===== src/rtl/fma_issue_arbiter_if.sv =====
// rtl/fma_issue_arbiter_if.sv - requester, FMA and result signal bundle for fma_issue_arbiter
interface fma_issue_arbiter_if #(
    parameter int NREQ    = 4,
    parameter int WID     = 64,
    parameter int LATENCY = 27
);
    localparam int IDW = $clog2(NREQ);
    localparam int CW  = $clog2(LATENCY + 1);

    logic [NREQ-1:0]     req_valid;
    logic [NREQ-1:0]     req_ready;
    logic [NREQ*WID-1:0] req_a;
    logic [NREQ*WID-1:0] req_b;
    logic [NREQ*WID-1:0] req_c;
    logic [NREQ*3-1:0]   req_rm;
    logic                fma_ce;
    logic [2:0]          fma_rm;
    logic [WID-1:0]      fma_a;
    logic [WID-1:0]      fma_b;
    logic [WID-1:0]      fma_c;
    logic [WID-1:0]      fma_o;
    logic                res_valid;
    logic [IDW-1:0]      res_id;
    logic [WID-1:0]      res_o;
    logic                res_ready;
    logic [CW-1:0]       inflight;

    // Environment side: requesters, the FMA core and the result consumer
    modport master (
        output req_valid, req_a, req_b, req_c, req_rm, fma_o, res_ready,
        input  req_ready, fma_ce, fma_rm, fma_a, fma_b, fma_c,
        input  res_valid, res_id, res_o, inflight
    );

    // Arbiter side
    modport slave (
        input  req_valid, req_a, req_b, req_c, req_rm, fma_o, res_ready,
        output req_ready, fma_ce, fma_rm, fma_a, fma_b, fma_c,
        output res_valid, res_id, res_o, inflight
    );
endinterface


===== src/rtl/fma_issue_arbiter.sv =====
// rtl/fma_issue_arbiter.sv - round-robin issue of NREQ requesters into one pipelined FMA with tag tracking
module fma_issue_arbiter #(
    parameter int NREQ    = 4,
    parameter int LATENCY = 27,
    parameter int WID     = 64
) (
    input  logic                 clk,
    input  logic                 rst,
    fma_issue_arbiter_if.slave   bus
);
    localparam int IDW = $clog2(NREQ);
    localparam int CW  = $clog2(LATENCY + 1);

    logic [IDW-1:0]     ptr;
    logic [IDW-1:0]     gnt_idx;
    logic [IDW-1:0]     sel;
    logic               gnt_any;
    logic               gnt;
    logic               out_valid;
    logic               ce;
    logic               consume;
    logic [LATENCY-1:0] tag_v;
    logic [IDW-1:0]     tag_id [LATENCY];
    logic [CW-1:0]      inflight_q;

    // Output stage of the tag pipeline; reset masks any valid bit still sitting there
    always_comb begin
        out_valid = tag_v[LATENCY-1] & ~rst;
        ce        = ~(out_valid & ~bus.res_ready);
        consume   = out_valid & bus.res_ready;
    end

    // Round-robin search starting at ptr; scanning downward lets the closest slot win
    always_comb begin
        gnt_any = 1'b0;
        gnt_idx = ptr;
        for (int k = NREQ - 1; k >= 0; k--) begin
            int j;
            j = int'(ptr) + k;
            if (j >= NREQ) begin
                j = j - NREQ;
            end
            if (bus.req_valid[j]) begin
                gnt_any = 1'b1;
                gnt_idx = IDW'(j);
            end
        end
        gnt = gnt_any & ce & ~rst;
        sel = gnt ? gnt_idx : ptr;
    end

    // Grant strobe, FMA operand mux and result outputs
    always_comb begin
        bus.req_ready = '0;
        if (gnt) begin
            bus.req_ready[gnt_idx] = 1'b1;
        end
        bus.fma_ce    = ce;
        bus.fma_a     = bus.req_a[sel*WID +: WID];
        bus.fma_b     = bus.req_b[sel*WID +: WID];
        bus.fma_c     = bus.req_c[sel*WID +: WID];
        bus.fma_rm    = bus.req_rm[sel*3 +: 3];
        bus.res_valid = out_valid;
        bus.res_id    = tag_id[LATENCY-1];
        bus.res_o     = bus.fma_o;
        bus.inflight  = inflight_q;
    end

    // Pointer moves just past the winner; it holds on idle and stalled cycles
    always_ff @(posedge clk) begin
        if (rst) begin
            ptr <= '0;
        end else if (gnt) begin
            ptr <= (gnt_idx == IDW'(NREQ - 1)) ? '0 : gnt_idx + IDW'(1);
        end
    end

    // Tag pipeline advances in lockstep with the FMA clock enable
    always_ff @(posedge clk) begin
        if (rst) begin
            tag_v <= '0;
        end else if (ce) begin
            tag_v     <= {tag_v[LATENCY-2:0], gnt};
            tag_id[0] <= gnt_idx;
            for (int s = 1; s < LATENCY; s++) begin
                tag_id[s] <= tag_id[s-1];
            end
        end
    end

    // Count of valid tags: up on issue, down on consume, unchanged when both or neither
    always_ff @(posedge clk) begin
        if (rst) begin
            inflight_q <= '0;
        end else begin
            case ({gnt, consume})
                2'b10:   inflight_q <= inflight_q + CW'(1);
                2'b01:   inflight_q <= inflight_q - CW'(1);
                default: inflight_q <= inflight_q;
            endcase
        end
    end
endmodule

===== src/flat_wrapper.sv =====
// flat-port wrapper written by rule: the top's interface ports become plain ports
module fma_issue_arbiter_flat 
#(
    parameter int NREQ    = 4,
    parameter int LATENCY = 27,
    parameter int WID     = 64
)
  (clk, rst, bus_req_valid, bus_req_a, bus_req_b, bus_req_c, bus_req_rm, bus_fma_o, bus_res_ready, bus_req_ready, bus_fma_ce, bus_fma_rm, bus_fma_a, bus_fma_b, bus_fma_c, bus_res_valid, bus_res_id, bus_res_o, bus_inflight);
  fma_issue_arbiter_if #(.NREQ(NREQ), .WID(WID), .LATENCY(LATENCY)) bus_i ();
  input  logic clk;
  input  logic rst;
  input wire logic [$bits(bus_i.req_valid)-1:0] bus_req_valid;
  input wire logic [$bits(bus_i.req_a)-1:0] bus_req_a;
  input wire logic [$bits(bus_i.req_b)-1:0] bus_req_b;
  input wire logic [$bits(bus_i.req_c)-1:0] bus_req_c;
  input wire logic [$bits(bus_i.req_rm)-1:0] bus_req_rm;
  input wire logic [$bits(bus_i.fma_o)-1:0] bus_fma_o;
  input wire logic [$bits(bus_i.res_ready)-1:0] bus_res_ready;
  output wire logic [$bits(bus_i.req_ready)-1:0] bus_req_ready;
  output wire logic [$bits(bus_i.fma_ce)-1:0] bus_fma_ce;
  output wire logic [$bits(bus_i.fma_rm)-1:0] bus_fma_rm;
  output wire logic [$bits(bus_i.fma_a)-1:0] bus_fma_a;
  output wire logic [$bits(bus_i.fma_b)-1:0] bus_fma_b;
  output wire logic [$bits(bus_i.fma_c)-1:0] bus_fma_c;
  output wire logic [$bits(bus_i.res_valid)-1:0] bus_res_valid;
  output wire logic [$bits(bus_i.res_id)-1:0] bus_res_id;
  output wire logic [$bits(bus_i.res_o)-1:0] bus_res_o;
  output wire logic [$bits(bus_i.inflight)-1:0] bus_inflight;
  assign bus_i.req_valid = bus_req_valid;
  assign bus_i.req_a = bus_req_a;
  assign bus_i.req_b = bus_req_b;
  assign bus_i.req_c = bus_req_c;
  assign bus_i.req_rm = bus_req_rm;
  assign bus_i.fma_o = bus_fma_o;
  assign bus_i.res_ready = bus_res_ready;
  assign bus_req_ready = bus_i.req_ready;
  assign bus_fma_ce = bus_i.fma_ce;
  assign bus_fma_rm = bus_i.fma_rm;
  assign bus_fma_a = bus_i.fma_a;
  assign bus_fma_b = bus_i.fma_b;
  assign bus_fma_c = bus_i.fma_c;
  assign bus_res_valid = bus_i.res_valid;
  assign bus_res_id = bus_i.res_id;
  assign bus_res_o = bus_i.res_o;
  assign bus_inflight = bus_i.inflight;
  fma_issue_arbiter #(.NREQ(NREQ), .LATENCY(LATENCY), .WID(WID)) u_core (.clk(clk), .rst(rst), .bus(bus_i));
endmodule

===== config.mk =====
export PLATFORM = sky130hd
export DESIGN_NAME = fma_issue_arbiter_flat
export DESIGN_NICKNAME = d
export VERILOG_FILES = /design/src/rtl/fma_issue_arbiter_if.sv /design/src/rtl/fma_issue_arbiter.sv /design/src/flat_wrapper.sv
export SDC_FILE = /design/constraint.sdc
export NUM_CORES = 1
export LEC_CHECK = 0
export CAP_MARGIN = 5
export CORE_AREA = 2 2 437 439
export CTS_BUF_LIST = sky130_fd_sc_hd__clkbuf_4 sky130_fd_sc_hd__clkbuf_8
export CTS_CLUSTER_DIAMETER = 150
export DETAILED_ROUTE_END_ITERATION = 16
export DIE_AREA = 0 0 439 441
export SLEW_MARGIN = 10
export SYNTH_ARGS = -nofsm -noshare
export SYNTH_HDL_FRONTEND = slang
export SYNTH_SLANG_ARGS = --single-unit
export TNS_END_PERCENT = 50

===== constraint.sdc =====
create_clock -name clk -period 8.7 [get_ports clk]
set_input_delay 1.74 -clock clk [delete_from_list [all_inputs] [get_ports clk]]
set_output_delay 1.74 -clock clk [all_outputs]
set_load 0.02 [all_outputs]

==> results.md, run 1 <==
- Status: completed
- Root Driver: clkbuf_8
- Fmax: 0.129 GHz
- Setup Fix Bufs, Post-CTS: 0
- Worst setup SP type: input port
- Die area: 194000 µm²
- Fillers: 21600
- Site Rows: 160
- Starting Density: 5.22%
- Worst Max-Slew Pin Slew: 1.28 ns
- Max cap viols: 0
- GRT Overall Usage: 11.1%
- Post-synthesis sequential area ratio: 23.3%
- Critical Path AT: 6.00 ns
- CP max-delay cell: mux2i_1
- Largest net degree at the start of global routing: 79
- Core ar.: 189000 µm²
- Hold Vio Cnt, Final: 0
- Crit end category: output pin
- RSZ-0062 raised after global routing: no
- Nets: 2673
- Vias in the first global route: 11300
- Fin cells: 4351
- Die width: 439 µm
- Post-DP HPWL: 108000 µm
- Hold worst-path end: u_core.tag_id[4][6]
- Routability cong.: 0.902
- Util after Layout: 11.9%
- FFs w/ async S/R, synth: 0%
- TritonCTS clock tree: done
- Reg power frac: 18.0%
- Seq. cell area: 2300 µm²
- Most used DFF post-synth: edfxtp_1
- Crit-path max cell delay: 1.09 ns
- Routed vias/inst: 2.66
- Initial DRC count: 567
- Post-synth top area cell: mux2i_1
- CP cell instances: clkdlybuf4s50_1 -> o31a_1 -> a31oi_4 -> buf_12 -> mux2i_1 -> mux2i_1 -> clkdlybuf4s50_1
- CTS Hold Buffers Added: 0
- Ranking of synthesized cells by area: mux2i_1 60%, edfxtp_1 16%, buf_4 7.8%
- Crit path required time: 6.96 ns
- PD cells: 116 nW/µm²
- Crit Path Category: input port to output pin
- Final Cycle Share: 89.0%
- Layout area overhead: 129%
- Setup_tns: 0 ns
- Hold crit path type: flop to flop
- CP startpoint: rst
- Placed cell count: 4315
- Total power: 2.62 mW
- RR Endpoint: u_core.bus.inflight[4]
- Router iterations before antenna repair: 4
- Switching share of power: 43.4%
- Syn nets: 1779
- FF-to-FF Start: u_core.tag_v[26]
- Io pins: 1123
- Number of synthesized flops with an enable pin: 54
- Worst Path Max Fanout: 50
- Worst Path Buf+Inv: 3
- Final WL: 116000 µm
- Worst-skew pair later-pin latency: 0.35 ns
- Synthesis-stage register bit count: 88
- Final min period: 7.74 ns
- Synth unique cells: 37
- Die H: 441 µm
- Slew Viols, Final: 0
- First-pass GRT wire length: 136000 µm
- Detail Route Antenna Nets: 0
- Final setup skew: 0.00542 ns
- # resized after CTS: 0
- IO Port Bufs: 994
- Synth warn: 0
- P_int: 1.48 mW
- Critical path's top delay family: buffers and inverters
- Reg2reg setup slack: 5.83 ns
- Synth top cells by count: 587 x mux2i_1, 102 x buf_4, 54 x edfxtp_1, 34 x dfxtp_1, 28 x buf_2
- Min-delay src: u_core.tag_id[4][4]
- Worst r2r path cells: 11
- Max-slew headroom: 12.4%
- Clock group share of total power: 9.6%
- Clk sinks: 88
- Worst Hold Depth: 0
- Logic pwr share: 72.4%
- Cell area after synthesis: 9870 µm²
- DRC Markers: 0
- Most frequent cell after synthesis: mux2i_1
- Vias: 11600
- Final-report setup violation count: 0
- Multi-input gate area: 6630 µm²
- Peak supply drop: 0.0865 mV
- Initial antenna violation count: 94
- Switching power total: 1.14 mW
- H-Tree Depth: 3
- Leakage: 8.65 nW
- CTS Buf Count: 9
- Clock tree buffer depth: 2
- Cells after synthesis: 921
- CTS clock-pin slew for the worst setup and hold paths: 0.09 ns
- GRT overflow: 0
- Post-synthesis average cell area: 10.7 µm²
- Yosys top cell area share: 59.5%
- Fraction of layout cells with a size suffix above 1: 3.41%
- WL/cell: 26.7 µm
## through the flow
step                setup slack, ns  instance area (µm²)  hold slack [ns]
global placement               1.06                22400            0.406
finish                        0.956                22600            0.424
detailed placement             1.23                22400            0.405
floorplan                      3.59                 9870            0.400
CTS                            1.22                22500            0.427
global route                  0.997                22600            0.431
## logic make-up (layout without fill, tap and decap cells)
kind of cell | count (synthesis) | in the layout | synth area share [%]
AO/OA/AOI/OAI | 46 | 46 | 3.51
XOR/XNOR | 4 | 4 | 0.355
adder cells (fa/ha/maj) | 7 | 7 | 0.887
buffers and inverters | 147 | 1046 | 9.90
flip-flops | 88 | 88 | 23.3
multiplexers | 588 | 588 | 59.6
other | 0 | 20 | 0
AND/OR/NAND/NOR | 41 | 41 | 2.37
## state kept, by name, indices dropped and copies added, names as in the netlist
register and flops:
u_core.bus.inflight 5, u_core.tag_id 54, u_core.tag_v 27, u_core.ptr 2
## how the worst max path moves through the flow
| stage | depth (start not counted) | endpoint | slack (ns) |
|---|---|---|---|
| after CTS | 7 | bus_fma_b[5] | 1.22 |
| after floorplan | 8 | bus_fma_b[10] | 3.59 |
| after global routing | 8 | bus_fma_c[17] | 1.0 |
| after global placement | 7 | bus_fma_c[48] | 1.06 |
| after detailed placement | 7 | bus_fma_b[5] | 1.23 |
| final | 7 | bus_fma_b[2] | 0.96 |
## power by group through the flow
stage / logic (mW) / clock network (mW) / registers, mW
global placement: 1.93 / 0 / 0.480
CTS: 1.94 / 0.264 / 0.472
detailed placement: 1.93 / 0 / 0.481
global route: 1.99 / 0.282 / 0.474
finish: 1.90 / 0.253 / 0.472
floorplan: 0.848 / 0 / 0.479
## worst register-to-register path, stage by stage (launching register included)
cell,delay (ns)
dfxtp_1,0.31
nor2b_1,0.18
nor3_2,0.48
inv_2,0.16
ha_1,0.36
xor2_1,0.19
ha_1,0.25
or3b_1,0.36
a21oi_1,0.16
o21ai_1,0.09
xor2_1,0.13
nor2_1,0.06
## layout make-up
type / count / area share, %
clock buffers: 10 / 0.582
flip-flops and latches: 88 / 10.2
multi-input cells: 686 / 29.3
clock inverters: 6 / 0.188
repair buffers: 1021 / 45.4
inverters: 9 / 0.150
diodes: 20 / 0.222
well taps: 2511 / 13.9
## cells in the final DEF (no fill, tap or decap), types with 2 or more instances in the layout
cell type,instances
a211oi_1,2
a21o_1,3
a21oi_1,7
a22o_1,24
and2_1,6
buf_12,10
buf_4,27
clkbuf_8,9
clkdlybuf4s50_1,984
clkinv_2,2
clkinvlp_4,2
dfxtp_1,34
diode_2,20
edfxtp_1,54
ha_1,7
inv_1,7
inv_2,2
inv_6,2
mux2i_1,586
nand2_1,6
nand2b_1,2
nand3b_1,2
nor2_1,10
nor2b_1,4
o21ai_0,2
o21ai_1,2
or3_1,3
xor2_1,4
## routing by layer
| metal | track usage (%) | share of wire (%) | vias up |
|---|---|---|---|
| met3 | 8.68 | 17 | 199 |
| met2 | 18.1 | 46 | 713 |
| li1 | - | - | 5204 |
| met4 | 2.60 | 3.1 | 82 |
| met5 | 0.720 | 0.58 | - |
| met1 | 11.0 | 33 | 5391 |
Note: power is estimated with default switching activity, not from simulation.
==> inputs of run 2 (changes only) <==
--- a/config.mk
+++ b/config.mk
@@ -6,11 +6,14 @@
 export NUM_CORES = 1
 export LEC_CHECK = 0
 export CAP_MARGIN = 5
-export CORE_AREA = 2 2 437 439
+export CELL_PAD_IN_SITES_DETAIL_PLACEMENT = 1
+export CELL_PAD_IN_SITES_GLOBAL_PLACEMENT = 1
+export CORE_AREA = 2 2 442 444
 export CTS_BUF_LIST = sky130_fd_sc_hd__clkbuf_4 sky130_fd_sc_hd__clkbuf_8
 export CTS_CLUSTER_DIAMETER = 150
 export DETAILED_ROUTE_END_ITERATION = 16
-export DIE_AREA = 0 0 439 441
+export DIE_AREA = 0 0 444 446
+export PLACE_DENSITY_LB_ADDON = 0.1
 export SLEW_MARGIN = 10
 export SYNTH_ARGS = -nofsm -noshare
 export SYNTH_HDL_FRONTEND = slang
==> constraint.sdc (replaced) <==
create_clock -name clk -period 9.4 [get_ports clk]
set_input_delay 1.88 -clock clk [delete_from_list [all_inputs] [get_ports clk]]
set_output_delay 1.88 -clock clk [all_outputs]
set_load 0.02 [all_outputs]
==> run 2 against run 1 <==
  * Critical path depth is 2 higher
  * Non-clock buffer count is 10 lower
  * Highest routed layer unchanged
  * Via count is 3.7% lower
  * Register-to-register slack better by 0.56 ns
  * Clock-buffer cell count stayed put
  * Clock power is 9.5% higher
  * Global-route usage is 1.4 points lower
  * Sequential power is 7.4% lower
==> results.md, run 2 (synthesis gave the netlist of run 1 again) <==
- Status: completed
- Critical path's top delay family: buffers and inverters
- GRT Overall Usage: 9.77% (-1.4 points)
- Vias in the first global route: 12300 (+8.6%)
- GRT overflow: 0 (unchanged)
- PD cells: 105 nW/µm² (-9.7%)
- Commonest non-fill, non-tap cell in the layout: clkdlybuf4s50_1
- Crit end category: output pin
- Worst setup SP type: input port
- Detail Route Antenna Nets: 0 (unchanged)
- Layout area overhead: 129% (about the same)
- Biggest register: u_core.tag_id
- Placed cell count: 4336 (+0.49%)
- FF-to-FF Start: u_core.tag_v[26]
- CP max-delay cell: a31oi_4
- CP startpoint: bus_req_valid[2]
- Max-slew headroom: 30.7% (+18 points)
- Seq. cell area: 2300 µm² (unchanged)
- Final-report setup violation count: 0 (unchanged)
- CTS Buf Count: 9 (unchanged)
- # resized after CTS: 0 (unchanged)
- Router iterations before antenna repair: 4 (unchanged)
- WL/cell: 23.5 µm (-12%)
- Commonest cells after routing, fill and taps aside: 994 x clkdlybuf4s50_1, 585 x mux2i_1, 54 x edfxtp_1, 34 x dfxtp_1, 24 x a22o_1
- CTS clock-pin slew for the worst setup and hold paths: 0.10 ns (about the same)
- Hold Vio Cnt, Final: 0 (unchanged)
- Max cap viols: 0 (unchanged)
- Worst Max-Slew Pin Slew: 1.04 ns (-0.238 ns)
- Initial antenna violation count: 76 (-19%)
- TritonCTS clock tree: done
- Crit Path Category: input port to output pin
- Max reg flops: 54 (unchanged)
- Final Cycle Share: 80.9%
- Largest net degree at the start of global routing: 63 (-20%)
- Final min period: 7.61 ns
- Total power: 2.37 mW (-9.7%)
- CTS Hold Buffers Added: 0 (unchanged)
- Vias: 11200 (-3.7%)
- Post-DP HPWL: 92300 µm (-14%)
- First-pass GRT wire length: 128000 µm (-5.6%)
- H-Tree Depth: 3 (unchanged)
- Clock tree buffer depth: 2 (unchanged)
- Hold crit path type: flop to flop
- Root Driver: clkbuf_8
- Slew Viols, Final: 0 (unchanged)
- Multi-input gate area: 6630 µm² (about the same)
- Routability cong.: 0.855 (-5.2%)
- Site Rows: 162 (+1.3%)
- Worst Path Max Fanout: 55 (+10%)
- DRC Markers: 0 (unchanged)
- Io pins: 1123 (unchanged)
- RSZ-0062 raised after global routing: no
- Setup Fix Bufs, Post-CTS: 0 (unchanged)
- Min-delay src: u_core.tag_id[5][0]
- Fin cells: 4367 (+0.37%)
- Fmax: 0.131 GHz
- Critical Path AT: 5.73 ns (-0.27 ns)
- Crit-path max cell delay: 0.58 ns (-0.51 ns)
- Starting Density: 5.10% (-0.12 points)
- Worst-skew pair later-pin latency: 0.37 ns (+0.02 ns)
- Routed vias/inst: 2.56 (-4.0%)
- RR Endpoint: u_core.bus.inflight[4]
- Setup_tns: 0 ns (unchanged)
- Fillers: 22500 (+4.2%)
- Initial DRC count: 310 (-45%)
- Final worst slack: 1.79 ns (+0.835 ns)
- Clk sinks: 88 (unchanged)
- Crit path required time: 7.52 ns (+0.56 ns)
- Hold worst-path end: u_core.tag_id[5][2]
- Nets: 2663 (-0.37%)
- Core ar.: 194000 µm² (+2.3%)
- Die H: 446 µm (+1.1%)
- Placement Setup Slack: 1.55 ns (+0.327 ns)
- Final WL: 103000 µm (-11%)
- Fraction of layout cells with a size suffix above 1: 2.38% (-1.0 points)
- Peak supply drop: 0.0790 mV (-8.7%)
- Worst Path Buf+Inv: 4 (+1)
- Die width: 444 µm (+1.1%)
- Leakage: 8.60 nW (-0.60%)
- Worst Hold Depth: 0 (unchanged)
- Die area: 198000 µm² (+2.3%)
- Final instance area: 22600 µm² (about the same)
- Reg2reg setup slack: 6.39 ns (+0.56 ns)
- Worst r2r path cells: 11 (unchanged)
- IO Port Bufs: 994 (unchanged)
- Dpl cell area: 22300 µm² (about the same)
- Final setup skew: 0.00890 ns (+0.00347 ns)
- CP cell instances: clkdlybuf4s50_1 -> nor4_2 -> nor3_2 -> a31oi_4 -> buf_12 -> buf_12 -> mux2i_1 -> mux2i_1 -> clkdlybuf4s50_1
[run 2: cell types whose count changed in the layout (fill, tap and decap cells not counted), moves of 2 or more]
cell             change
diode_2              -5
clkdlybuf4s50_1     +10
buf_4               -20
clkinv_2             -2
[run 2: metal layers]
metal / vias up / routed length, µm / part of all wire [%] / track usage (%)
li1: 5181 / - / - / -
met5: - / 309 / 0.30 / 0
met3: 132 / 8630 / 8.4 / 3.78
met4: 48 / 1650 / 1.6 / 1.30
met1: 5353 / 34600 / 34 / 9.57
met2: 450 / 57600 / 56 / 19.5
[run 2: area by class of cell]
| type | instances | area share, % |
|---|---|---|
| repair buffers | 1011 | 45.1 |
| clock inverters | 6 | 0.327 |
| well taps | 2542 | 14.1 |
| diodes | 15 | 0.166 |
| inverters | 9 | 0.150 |
| flip-flops and latches | 88 | 10.2 |
| clock buffers | 10 | 0.582 |
| multi-input cells | 686 | 29.4 |
[run 2: report_power, final]
group	total, mW	internal, mW	switching (mW)
clock network	0.277	0.130	0.147
logic	1.66	0.840	0.816
registers	0.437	0.428	0.00857
[run 2: worst reg2reg max path, delay by kind of cell, from the launching register on]
kind	cells	cell delay (ns)
AND/OR/NAND/NOR	4	1.19
XOR/XNOR	2	0.36
buffers and inverters	1	0.17
AO/OA/AOI/OAI	2	0.24
flip-flops	1	0.32
adder cells (fa/ha/maj)	2	0.66
[run 2: metrics by stage]
step | hold slack (ns) | utilization (%)
after detailed placement | 0.405 | 11.5
after global routing | 0.438 | 11.7
after CTS | 0.421 | 11.6
after floorplan | 0.400 | -
after global placement | 0.406 | 11.5
final | 0.416 | 11.7
[run 2: worst max-delay path by stage]
| stage | end | slack (ns) | cells after the start |
|---|---|---|---|
| 6_report | bus_fma_b[49] | 1.79 | 9 |
| 5_1_grt | bus_fma_a[24] | 1.55 | 9 |
| 4_1_cts | bus_fma_c[59] | 1.52 | 8 |
| 3_5_place_dp | bus_fma_c[59] | 1.55 | 8 |
| 3_3_place_gp | bus_fma_c[59] | 1.60 | 8 |
| 2_1_floorplan | bus_fma_b[10] | 4.01 | 8 |
==> inputs of run 3 (changes only) <==
--- a/config.mk
+++ b/config.mk
@@ -8,11 +8,11 @@
 export CAP_MARGIN = 5
 export CELL_PAD_IN_SITES_DETAIL_PLACEMENT = 1
 export CELL_PAD_IN_SITES_GLOBAL_PLACEMENT = 1
-export CORE_AREA = 2 2 442 444
+export CORE_AREA = 2 2 440 442
 export CTS_BUF_LIST = sky130_fd_sc_hd__clkbuf_4 sky130_fd_sc_hd__clkbuf_8
 export CTS_CLUSTER_DIAMETER = 150
 export DETAILED_ROUTE_END_ITERATION = 16
-export DIE_AREA = 0 0 444 446
+export DIE_AREA = 0 0 442 444
 export PLACE_DENSITY_LB_ADDON = 0.1
 export SLEW_MARGIN = 10
 export SYNTH_ARGS = -nofsm -noshare
==> constraint.sdc (replaced) <==
create_clock -name clk -period 7.7 [get_ports clk]
set_input_delay 1.54 -clock clk [delete_from_list [all_inputs] [get_ports clk]]
set_output_delay 1.54 -clock clk [all_outputs]
set_load 0.02 [all_outputs]
==> run 3 against run 2 <==
  * Utilization increased by 0.17 points
  * Setup slack worse by 0.79 ns
  * Power grew 21%
  * Clock skew increased by 0.0045 ns
  * Sequential power increased by 22%
  * Final cell count about the same
  * Routed wire length fell by 1.7%
  * Worst hold slack got worse by 0.00091 ns
  * Via count barely moved
  * Critical path type unchanged
  * Largest power group unchanged
  * Highest routed layer unchanged
==> results.md, run 3 (synthesis gave the netlist of run 1 again) <==
- Util after Layout: 11.8% (+0.17 points)
- Die width: 442 µm (-0.45%)
- CP startpoint: bus_req_valid[2]
- PD cells: 127 nW/µm² (+21%)
- Max reg flops: 54 (unchanged)
- Clk sinks: 88 (unchanged)
- Worst r2r path cells: 11 (unchanged)
- # resized after CTS: 0 (unchanged)
- Initial antenna violation count: 70 (-7.9%)
- Fillers: 22200 (-1.1%)
- First-pass GRT wire length: 128000 µm (-0.12%)
- Vias: 11200 (+0.0090%)
- Io pins: 1123 (unchanged)
- Routability cong.: 0.809 (-5.4%)
- Starting Density: 5.15% (+0.053 points)
- WL/cell: 23.1 µm (-1.8%)
- Crit path required time: 6.16 ns (-1.36 ns)
- Worst setup SP type: input port
- Clock tree buffer depth: 2 (unchanged)
- Root Driver: clkbuf_8
- Site Rows: 161 (-0.62%)
- TritonCTS clock tree: done
- Crit end category: output pin
- Fmax: 0.149 GHz
- FF-to-FF Start: u_core.tag_v[26]
- Routed vias/inst: 2.55 (about the same)
- Core ar.: 192000 µm² (-1.0%)
- Worst-skew pair later-pin latency: 0.36 ns (about the same)
- CP cell instances: clkdlybuf4s50_1 -> nor4_2 -> nor3_2 -> a31oi_4 -> buf_12 -> buf_4 -> buf_4 -> mux2i_1 -> mux2i_1 -> clkdlybuf4s50_1
- Hold crit path type: flop to flop
- Commonest non-fill, non-tap cell in the layout: clkdlybuf4s50_1
- RSZ-0062 raised after global routing: no
- CTS Buf Count: 9 (unchanged)
- CP max-delay cell: clkdlybuf4s50_1
- Worst Path Max Fanout: 23 (-58%)
- Final setup skew: 0.0134 ns (+0.00454 ns)
- Crit path to: bus_fma_c[13]
- CTS Hold Buffers Added: 0 (unchanged)
- Largest net degree at the start of global routing: 79 (+25%)
- Post-DP HPWL: 91600 µm (-0.68%)
- GRT overflow: 0 (unchanged)
- Die H: 444 µm (-0.45%)
- Worst Max-Slew Pin Slew: 0.994 ns (-0.0454 ns)
- Peak supply drop: 0.0667 mV (-16%)
- DRC Markers: 0 (unchanged)
- Fraction of layout cells with a size suffix above 1: 3.72% (+1.3 points)
- Setup_tns: 0 ns (unchanged)
- Max cap viols: 0 (unchanged)
- Biggest register: u_core.tag_id
- Router iterations before antenna repair: 4 (unchanged)
- Final-report setup violation count: 0 (unchanged)
- Detail Route Antenna Nets: 0 (unchanged)
- RR Endpoint: u_core.bus.inflight[4]
- Hold Vio Cnt, Final: 0 (unchanged)
- GRT Overall Usage: 9.75% (-0.020 points)
- Setup Fix Bufs, Post-CTS: 0 (unchanged)
- Max-slew headroom: 33.8% (+3.0 points)
- Crit Path Category: input port to output pin
- Final Cycle Share: 86.9%
- Nets: 2681 (+0.68%)
- Initial DRC count: 373 (+20%)
- Critical Path AT: 5.15 ns (-0.58 ns)
- Reg2reg setup slack: 4.77 ns (-1.62 ns)
- H-Tree Depth: 3 (unchanged)
- Crit-path max cell delay: 0.68 ns (+0.10 ns)
- Slew Viols, Final: 0 (unchanged)
- Min Hold Slack: 0.415 ns (-0.000913 ns)
- Leakage: 8.70 nW (+1.2%)
- Vias in the first global route: 12600 (+3.1%)
- CTS clock-pin slew for the worst setup and hold paths: 0.10 ns (about the same)
- Final min period: 6.69 ns
- Commonest cells after routing, fill and taps aside: 984 x clkdlybuf4s50_1, 587 x mux2i_1, 54 x edfxtp_1, 35 x buf_4, 34 x dfxtp_1
- Final WL: 101000 µm (-1.7%)
- Die area: 196000 µm² (-0.90%)
- Status: completed
- IO Port Bufs: 994 (unchanged)
- Layout area overhead: 130%
==> run 3: layout make-up <==
class | instances | area (µm²) | area share [%]
Timing Repair Buffer | 1029 | 10300 | 45.5
Multi-Input combinational cell | 686 | 6620 | 29.2
Tap cell | 2526 | 3160 | 13.9
Sequential cell | 88 | 2300 | 10.2
Clock buffer | 10 | 131 | 0.579
Clock inverter | 6 | 67.6 | 0.298
Antenna cell | 16 | 40.0 | 0.177
Inverter | 9 | 33.8 | 0.149
==> run 3: worst min path at each step <==
stage | cells after the start | to | startpoint | slack [ns]
2_1_floorplan | 0 | u_core.tag_id[0][2] | u_core.tag_id[0][0] | 0.40
3_3_place_gp | 0 | u_core.tag_id[2][7] | u_core.tag_id[2][5] | 0.40
3_5_place_dp | 0 | u_core.tag_id[1][6] | u_core.tag_id[1][4] | 0.41
4_1_cts | 0 | u_core.tag_id[0][4] | u_core.tag_id[0][2] | 0.43
5_1_grt | 0 | u_core.tag_id[0][4] | u_core.tag_id[0][2] | 0.42
6_report | 0 | u_core.tag_id[0][4] | u_core.tag_id[0][2] | 0.42
==> run 3: report_power, final <==
part / internal (mW) / switching (mW) / leakage (nW) / total, mW
clock: 0.155 / 0.168 / 0.0980 / 0.323
sequential: 0.523 / 0.00986 / 0.805 / 0.533
combinational: 1.04 / 0.983 / 7.80 / 2.02
==> run 3: through the flow <==
stage / power (mW) / area (µm²) / worst slack (ns) / cells
after detailed placement: 2.63 / 22400 / 0.936 / 4338
after floorplan: 1.50 / 9870 / 2.99 / 921
final: 2.88 / 22700 / 1.01 / 4370
after global routing: 3.06 / 22600 / 0.782 / 4358
after CTS: 2.98 / 22600 / 0.909 / 4354
after global placement: 2.63 / 22400 / 0.929 / 4338
==> run 3: layer usage <==
| layer | share of wire, % | routed length [µm] | GRT usage, % |
|---|---|---|---|
| met5 | 0.29 | 294 | 0 |
| met4 | 0.97 | 978 | 0.529 |
| met3 | 7.7 | 7760 | 3.45 |
| met2 | 57 | 57100 | 19.7 |
| met1 | 35 | 34800 | 9.80 |
==> run 3: worst max-delay path, delay by kind of cell <==
| family | cells | cell delay (ns) |
|---|---|---|
| and+or+nand+nor | 2 | 0.59 |
| AOI/OAI and AO/OA | 1 | 0.26 |
| buffers and inverters | 5 | 2.24 |
| muxes | 2 | 0.44 |
